**config.mk**
```make
export PLATFORM = sky130hd
export DESIGN_NAME = poly_mult_tile_scheduler
export DESIGN_NICKNAME = d
export VERILOG_FILES = /design/src/rtl/poly_mult_tile_scheduler_pkg.sv /design/src/rtl/poly_mult_tile_scheduler_tile_index_counter.sv /design/src/rtl/poly_mult_tile_scheduler.sv
export SDC_FILE = /design/constraint.sdc
export NUM_CORES = 1
export LEC_CHECK = 0
export CAP_MARGIN = 10
export CORE_UTILIZATION = 40
export CTS_CLUSTER_SIZE = 14
export DETAILED_ROUTE_END_ITERATION = 10
export GPL_TIMING_DRIVEN = 0
export HOLD_SLACK_MARGIN = 0.1
export PLACE_DENSITY = 0.75
export SETUP_SLACK_MARGIN = 0.4
export SYNTH_ARGS = -nofsm -noshare
export SYNTH_HDL_FRONTEND = slang
export SYNTH_SLANG_ARGS = --single-unit
```
**constraint.sdc**
```tcl
create_clock -name clk -period 2.1 [get_ports clk]
set_input_delay 0.525 -clock clk [delete_from_list [all_inputs] [get_ports clk]]
set_output_delay 0.525 -clock clk [all_outputs]
set_load 0.02 [all_outputs]
```
**src/rtl/poly_mult_tile_scheduler_pkg.sv**
```systemverilog
`default_nettype none
// ============================================================================
// Package  : poly_mult_pkg
// Brief    : Scheduler state encoding and tile-geometry helpers shared by the
//            tile scheduler and the polynomial output loader.
// Revision : 1.0
// ============================================================================
package poly_mult_pkg;

    typedef enum logic [2:0] {
        S_IDLE      = 3'd0,
        S_FETCH     = 3'd1,
        S_WAIT_MEM  = 3'd2,
        S_ISSUE     = 3'd3,
        S_WAIT_MULT = 3'd4,
        S_DONE      = 3'd5
    } sched_state_e;

    function automatic int num_tiles(input int width, input int tile_width);
        return width / tile_width;
    endfunction

    // Index width for a count, never narrower than one bit.
    function automatic int idx_width(input int count);
        return (count > 1) ? $clog2(count) : 1;
    endfunction

endpackage : poly_mult_pkg
`default_nettype wire

```
**src/rtl/poly_mult_tile_scheduler_tile_index_counter.sv**
```systemverilog
`default_nettype none
// ============================================================================
// Module   : tile_index_counter
// Brief    : 2-D (A outer, B inner) tile index counter with clear/advance and
//            a flag marking the final pair.
// Revision : 1.0
// ============================================================================
module tile_index_counter #(
    parameter int NUM_A = 16,
    parameter int NUM_B = 16,
    parameter int A_W   = 4,
    parameter int B_W   = 4
) (
    input  logic           clk,
    input  logic           rst,
    input  logic           i_clear,
    input  logic           i_advance,
    output logic [A_W-1:0] o_a_idx,
    output logic [B_W-1:0] o_b_idx,
    output logic           o_last
);

    localparam logic [A_W-1:0] c_a_max = A_W'(NUM_A - 1);
    localparam logic [B_W-1:0] c_b_max = B_W'(NUM_B - 1);

    logic [A_W-1:0] r_a_idx;
    logic [B_W-1:0] r_b_idx;
    logic           w_a_last;
    logic           w_b_last;

    assign w_a_last = (r_a_idx == c_a_max);
    assign w_b_last = (r_b_idx == c_b_max);

    always_ff @(posedge clk or posedge rst) begin
        if (rst) begin
            r_a_idx <= '0;
            r_b_idx <= '0;
        end else if (i_clear) begin
            r_a_idx <= '0;
            r_b_idx <= '0;
        end else if (i_advance) begin
            // B wraps into the next A row; A saturates on the final pair.
            if (w_b_last) begin
                r_b_idx <= '0;
                if (!w_a_last) begin
                    r_a_idx <= r_a_idx + A_W'(1);
                end
            end else begin
                r_b_idx <= r_b_idx + B_W'(1);
            end
        end
    end

    assign o_a_idx = r_a_idx;
    assign o_b_idx = r_b_idx;
    assign o_last  = w_a_last && w_b_last;

endmodule : tile_index_counter
`default_nettype wire

```
**src/rtl/poly_mult_tile_scheduler.sv**
```systemverilog
`default_nettype none
// ============================================================================
// Module   : poly_mult_tile_scheduler
// Brief    : Walks every (A-tile, B-tile) pair through poly_mult_top: buffer
//            read, read-latency wait, multiplier start, wait for completion.
// Revision : 1.0
// ============================================================================
module poly_mult_tile_scheduler
    import poly_mult_pkg::*;
#(
    parameter int POLY_A_WIDTH      = 128,
    parameter int POLY_B_WIDTH      = 128,
    parameter int POLY_A_TILE_WIDTH = 8,
    parameter int POLY_B_TILE_WIDTH = 8,
    parameter int MEM_LATENCY       = 1,
    localparam int NUM_A_TILES = num_tiles(POLY_A_WIDTH, POLY_A_TILE_WIDTH),
    localparam int NUM_B_TILES = num_tiles(POLY_B_WIDTH, POLY_B_TILE_WIDTH),
    localparam int A_IDX_W     = idx_width(NUM_A_TILES),
    localparam int B_IDX_W     = idx_width(NUM_B_TILES),
    localparam int NUM_PAIRS   = NUM_A_TILES * NUM_B_TILES,
    localparam int PC_W        = idx_width(NUM_PAIRS + 1)
) (
    input  logic               clk,
    input  logic               rst,
    input  logic               start,
    input  logic               abort,
    output logic               busy,
    output logic               sched_done,
    output logic [A_IDX_W-1:0] a_tile_addr,
    output logic [B_IDX_W-1:0] b_tile_addr,
    output logic               tile_rd_en,
    output logic               mult_start,
    input  logic               mult_done,
    output logic               last_pair,
    output logic [PC_W-1:0]    pair_count,
    output logic               protocol_err
);

    localparam int               LAT_W      = idx_width(MEM_LATENCY);
    localparam logic [LAT_W-1:0] c_lat_load = LAT_W'(MEM_LATENCY - 1);

    sched_state_e        r_state;
    logic [LAT_W-1:0]    r_lat_cnt;
    logic                r_busy;
    logic                r_tile_rd_en;
    logic                r_mult_start;
    logic                r_sched_done;
    logic                r_protocol_err;
    logic [PC_W-1:0]     r_pair_count;

    logic                w_start_ok;
    logic                w_abort_run;
    logic                w_clear;
    logic                w_advance;
    logic                w_last;
    logic [A_IDX_W-1:0]  w_a_idx;
    logic [B_IDX_W-1:0]  w_b_idx;

    assign w_start_ok  = (r_state == S_IDLE) && start && !abort;
    assign w_abort_run = (r_state != S_IDLE) && abort;
    assign w_clear     = w_start_ok || w_abort_run;
    assign w_advance   = (r_state == S_WAIT_MULT) && mult_done && !abort;

    tile_index_counter #(
        .NUM_A (NUM_A_TILES),
        .NUM_B (NUM_B_TILES),
        .A_W   (A_IDX_W),
        .B_W   (B_IDX_W)
    ) u_tile_index_counter (
        .clk       (clk),
        .rst       (rst),
        .i_clear   (w_clear),
        .i_advance (w_advance),
        .o_a_idx   (w_a_idx),
        .o_b_idx   (w_b_idx),
        .o_last    (w_last)
    );

    always_ff @(posedge clk or posedge rst) begin
        if (rst) begin
            r_state        <= S_IDLE;
            r_lat_cnt      <= '0;
            r_busy         <= 1'b0;
            r_tile_rd_en   <= 1'b0;
            r_mult_start   <= 1'b0;
            r_sched_done   <= 1'b0;
            r_protocol_err <= 1'b0;
            r_pair_count   <= '0;
        end else begin
            r_tile_rd_en <= 1'b0;
            r_mult_start <= 1'b0;
            r_sched_done <= 1'b0;

            if (mult_done && (r_state != S_WAIT_MULT)) begin
                r_protocol_err <= 1'b1;
            end

            if (w_abort_run) begin
                r_state <= S_IDLE;
                r_busy  <= 1'b0;
            end else begin
                case (r_state)
                    S_IDLE: begin
                        if (w_start_ok) begin
                            r_state      <= S_FETCH;
                            r_busy       <= 1'b1;
                            r_tile_rd_en <= 1'b1;
                            r_lat_cnt    <= c_lat_load;
                            r_pair_count <= '0;
                        end
                    end
                    // r_lat_cnt holds the remaining WAIT_MEM cycles.
                    S_FETCH, S_WAIT_MEM: begin
                        if (r_lat_cnt == '0) begin
                            r_state      <= S_ISSUE;
                            r_mult_start <= 1'b1;
                        end else begin
                            r_state   <= S_WAIT_MEM;
                            r_lat_cnt <= r_lat_cnt - LAT_W'(1);
                        end
                    end
                    S_ISSUE: begin
                        r_state <= S_WAIT_MULT;
                    end
                    S_WAIT_MULT: begin
                        if (mult_done) begin
                            r_pair_count <= r_pair_count + PC_W'(1);
                            if (w_last) begin
                                r_state      <= S_DONE;
                                r_busy       <= 1'b0;
                                r_sched_done <= 1'b1;
                            end else begin
                                r_state      <= S_FETCH;
                                r_tile_rd_en <= 1'b1;
                                r_lat_cnt    <= c_lat_load;
                            end
                        end
                    end
                    S_DONE: begin
                        r_state <= S_IDLE;
                    end
                    default: begin
                        r_state <= S_IDLE;
                        r_busy  <= 1'b0;
                    end
                endcase
            end
        end
    end

    assign busy         = r_busy;
    assign sched_done   = r_sched_done;
    assign a_tile_addr  = w_a_idx;
    assign b_tile_addr  = w_b_idx;
    assign tile_rd_en   = r_tile_rd_en;
    // An abort landing on the ISSUE cycle must not reach the multiplier.
    assign mult_start   = r_mult_start && !abort;
    assign last_pair    = r_busy && w_last;
    assign pair_count   = r_pair_count;
    assign protocol_err = r_protocol_err;

endmodule : poly_mult_tile_scheduler
`default_nettype wire

```
==> results.toml <==
[clock_tree]
ctsLongestPathBuffers = 2
cts_buffers = 3
path_clk_slew_ns = 0.16
htreeDepth = 1
worstSkewPairLatency_ns = 0.34
cts_tree = "built"
clockRootBuffer = "clkbuf_4"
clock_sinks = 25

[logic_synthesis]
yosysTopAreaCell = "dfrtp_1"
synth_area_per_cell_um2 = 9.21
yosysWarnings = 0
synth_async_sr_flop_share_pct = 100
synthTopCellsByArea = "dfrtp_1, o21ai_0, nand2_1"
seq_area_frac_synth_pct = 47.5
syn_inst = 143
synth.top_cell.area_share_pct = 47.5
synth_edf_count = 0
ys_types = 37
netlist_area_um2 = 1320
synth_flop_cell = "dfrtp_1"
synth_seq_cells = 25
syn_nets = 151

[drt]
drtPass1Iterations = 4
via_count = 1336
wl_per_cell_um = 15.5
drcViolationCount = 0
wl_um = 3720
drtIter0Drc = 60
ant_nets = 0
via_per_inst = 5.57

[power]
pwr-share-clk_pct = 18.2
seqPwrFrac_pct = 44.0
switchingPower_w = 0.000462
peakVddDrop_mv = 0.564
pwr-share-comb_pct = 37.8
sw_frac_of_total_pct = 35.8
p_leak_nw = 0.893
cellPowerDensity_nw_per_um2 = 643
p_int_w = 0.000830
power_w = 0.00129

[timing]
skew_ns = 0.0246
tightest_slew_ns = 0.980
slew_headroom_pct = 34.6
max_freq_mhz = 519
rsz0062_at_grt = "yes"
fin_crit_ns = 1.93
hold_violations = 0
setup_ws_ns = 0.174
period_share_pct = 91.7
slew_viol_final = 0
finalSetupViolations = 0
fin_tns_setup_ns = 0

[die]
rows = 20
core_um2 = 3080
die_width_um = 59.4
die_area_um2 = 3530
die_y_um = 59.4
initial_core_util_pct = 42.8
ios = 28

[setup_path]
r2r.worst_path.cells = 7
crit_arrival_ns = 1.40
r2r-start = "r_state[1]$_DFFE_PP0P_"
r2r_end = "u_tile_index_counter.o_a_idx[2]$_DFFE_PP0P_"
crit_fanout = 3
worstSetupEndpoint = "last_pair"
critPathLaunch = "u_tile_index_counter.o_b_idx[1]$_DFFE_PP0P_"
cp-start-kind = "register"
worstSetupPathType = "reg -> out"
cp_data_required_time_ns = 1.57
ff2ff_setup_slack_ns = 0.31
end_kind = "output port"

[grt]
grt_pass1_wl_um = 5710
grt_overflow_total = 0
grt_pass1_vias = 1288
grt_use_total_pct = 21.5
grt_max_degree = 26
antenna_found_initial = 0

[final_layout]
synthToLayoutAreaGrowth_pct = 52.5
layout-drive-gt1-share_pct = 38.8
nets = 205
final_cell_area_um2 = 2010
final_cells = 240
num_antenna_cells = 0

[placed_design]
hpwl_um = 2090
pre_cts_slack_ns = -0.384
dpl_cell_area_um2 = 1660
gp_congestion = 0.740
port_buffers = 27
numPlacedInstances = 214

[run_status]
status = "finished, final reports clean"

[run]
drv_cap = 0

[worst_hold_path]
worstHoldPathType = "reg -> reg"
==> critical path, stage by stage (launching register included) <==
cell and delay (ns):
dfrtp_2 0.46, ha_4 0.17, and3_4 0.18, nand2b_4 0.09, nor2_4 0.03, buf_6 0.12
==> power by group through the flow <==
stage | clock (W) | sequential [W] | combinational [W]
finish | 0.000235 | 0.000569 | 0.000488
CTS | 0.000232 | 0.000565 | 0.000432
detailed placement | 0 | 0.000578 | 0.000380
floorplan | 0 | 0.000603 | 0.000228
global route | 0.000253 | 0.000575 | 0.000530
global placement | 0 | 0.000573 | 0.000370
==> timing repair <==
item                                    in CTS  in global routing
pin swaps                                    4                  7
hold buffers                                 0                  0
buffers inserted                            15                  6
cloned                                       0                  1
gates resized for setup                     63                 42
endpoints found under the setup margin      39                 24
==> cell usage after synthesis, types with 4 or more instances <==
library cell,count
nand3_1,6
clkbuf_1,5
inv_1,5
o31ai_1,4
nor2_1,9
o21ai_0,16
nor3_1,4
nand2_1,14
a21oi_1,8
a21o_1,4
dfrtp_1,25
==> worst min path at each step <==
stage                             startpoint                  endpoint  slack [ns]  depth (start not counted)
finish              protocol_err$_DFFE_PP0P_  protocol_err$_DFFE_PP0P_        0.49                          1
global route        protocol_err$_DFFE_PP0P_  protocol_err$_DFFE_PP0P_        0.53                          1
CTS                 protocol_err$_DFFE_PP0P_  protocol_err$_DFFE_PP0P_        0.48                          1
detailed placement  protocol_err$_DFFE_PP0P_  protocol_err$_DFFE_PP0P_        0.45                          1
global placement    protocol_err$_DFFE_PP0P_  protocol_err$_DFFE_PP0P_        0.44                          1
floorplan                                rst          busy$_DFFE_PP0P_        0.55                          1
==> final cells by class <==
type / instances / area, µm²
clock inverter: 1 / 7.51
inverter: 5 / 18.8
buffer: 8 / 83.8
tap: 44 / 55.1
fill: 246 / 1070
clock buffer: 3 / 22.5
multi-input combinational: 105 / 776
sequential: 25 / 637
timing repair buffer: 49 / 409
==> flip-flops by register name, summed over array words and instances (netlist names) <==
name                          count
busy                              1
pair_count                        9
protocol_err                      1
r_mult_start                      1
r_state                           3
sched_done                        1
tile_rd_en                        1
u_tile_index_counter.o_a_idx      4
u_tile_index_counter.o_b_idx      4
==> cells in the final DEF, fill, tap and decap left out, types with 2 or more instances in the layout <==
cell type / n
nand2_1: 13
or3_4: 2
a21o_1: 4
a21oi_2: 3
and3_4: 2
o21ai_0: 9
a21boi_1: 2
nor2_1: 7
buf_2: 4
a31oi_1: 2
clkbuf_8: 2
nand3b_1: 2
o31ai_2: 2
dfrtp_1: 16
o22ai_1: 2
nand2b_1: 2
buf_4: 21
dlygate4sd2_1: 17
xnor2_1: 3
ha_4: 2
o31ai_1: 2
nand3_1: 5
buf_6: 5
or4_4: 2
a21oi_1: 5
nor3_1: 3
clkbuf_4: 3
inv_1: 5
o21ai_2: 3
o21ai_1: 5
dfrtp_2: 9
nand4_1: 3
clkdlybuf4s50_1: 2
==> cell families (layout without fill, tap and decap cells) <==
logic type      Yosys count  after routing  synth area share [%]
compound gates           42             42                  19.1
xor+xnor                  3              3                  1.99
fa+ha+maj                 3              3                  2.85
buf+inv                  13             66                  4.37
flops                    25             25                  47.5
mux                       1              1                 0.855
simple gates             56             56                  23.4
==> per-layer routing <==
metal / wire (µm) / vias to the layer above / GRT usage, %
li1: - / 624 / -
met5: 0 / - / 0
met4: 22 / 0 / 5.78
met3: 157 / 4 / 4.59
met1: 1630 / 665 / 27.3
met2: 1920 / 43 / 36.8
==> metrics by stage <==
stage / util, % / hold WS, ns
after floorplan: - / 0.552
after global placement: 54.0 / 0.439
after detailed placement: 54.0 / 0.452
after CTS: 60.2 / 0.481
after global routing: 65.3 / 0.528
final: 65.3 / 0.487
No activity file was read; power rests on OpenSTA's default activity.
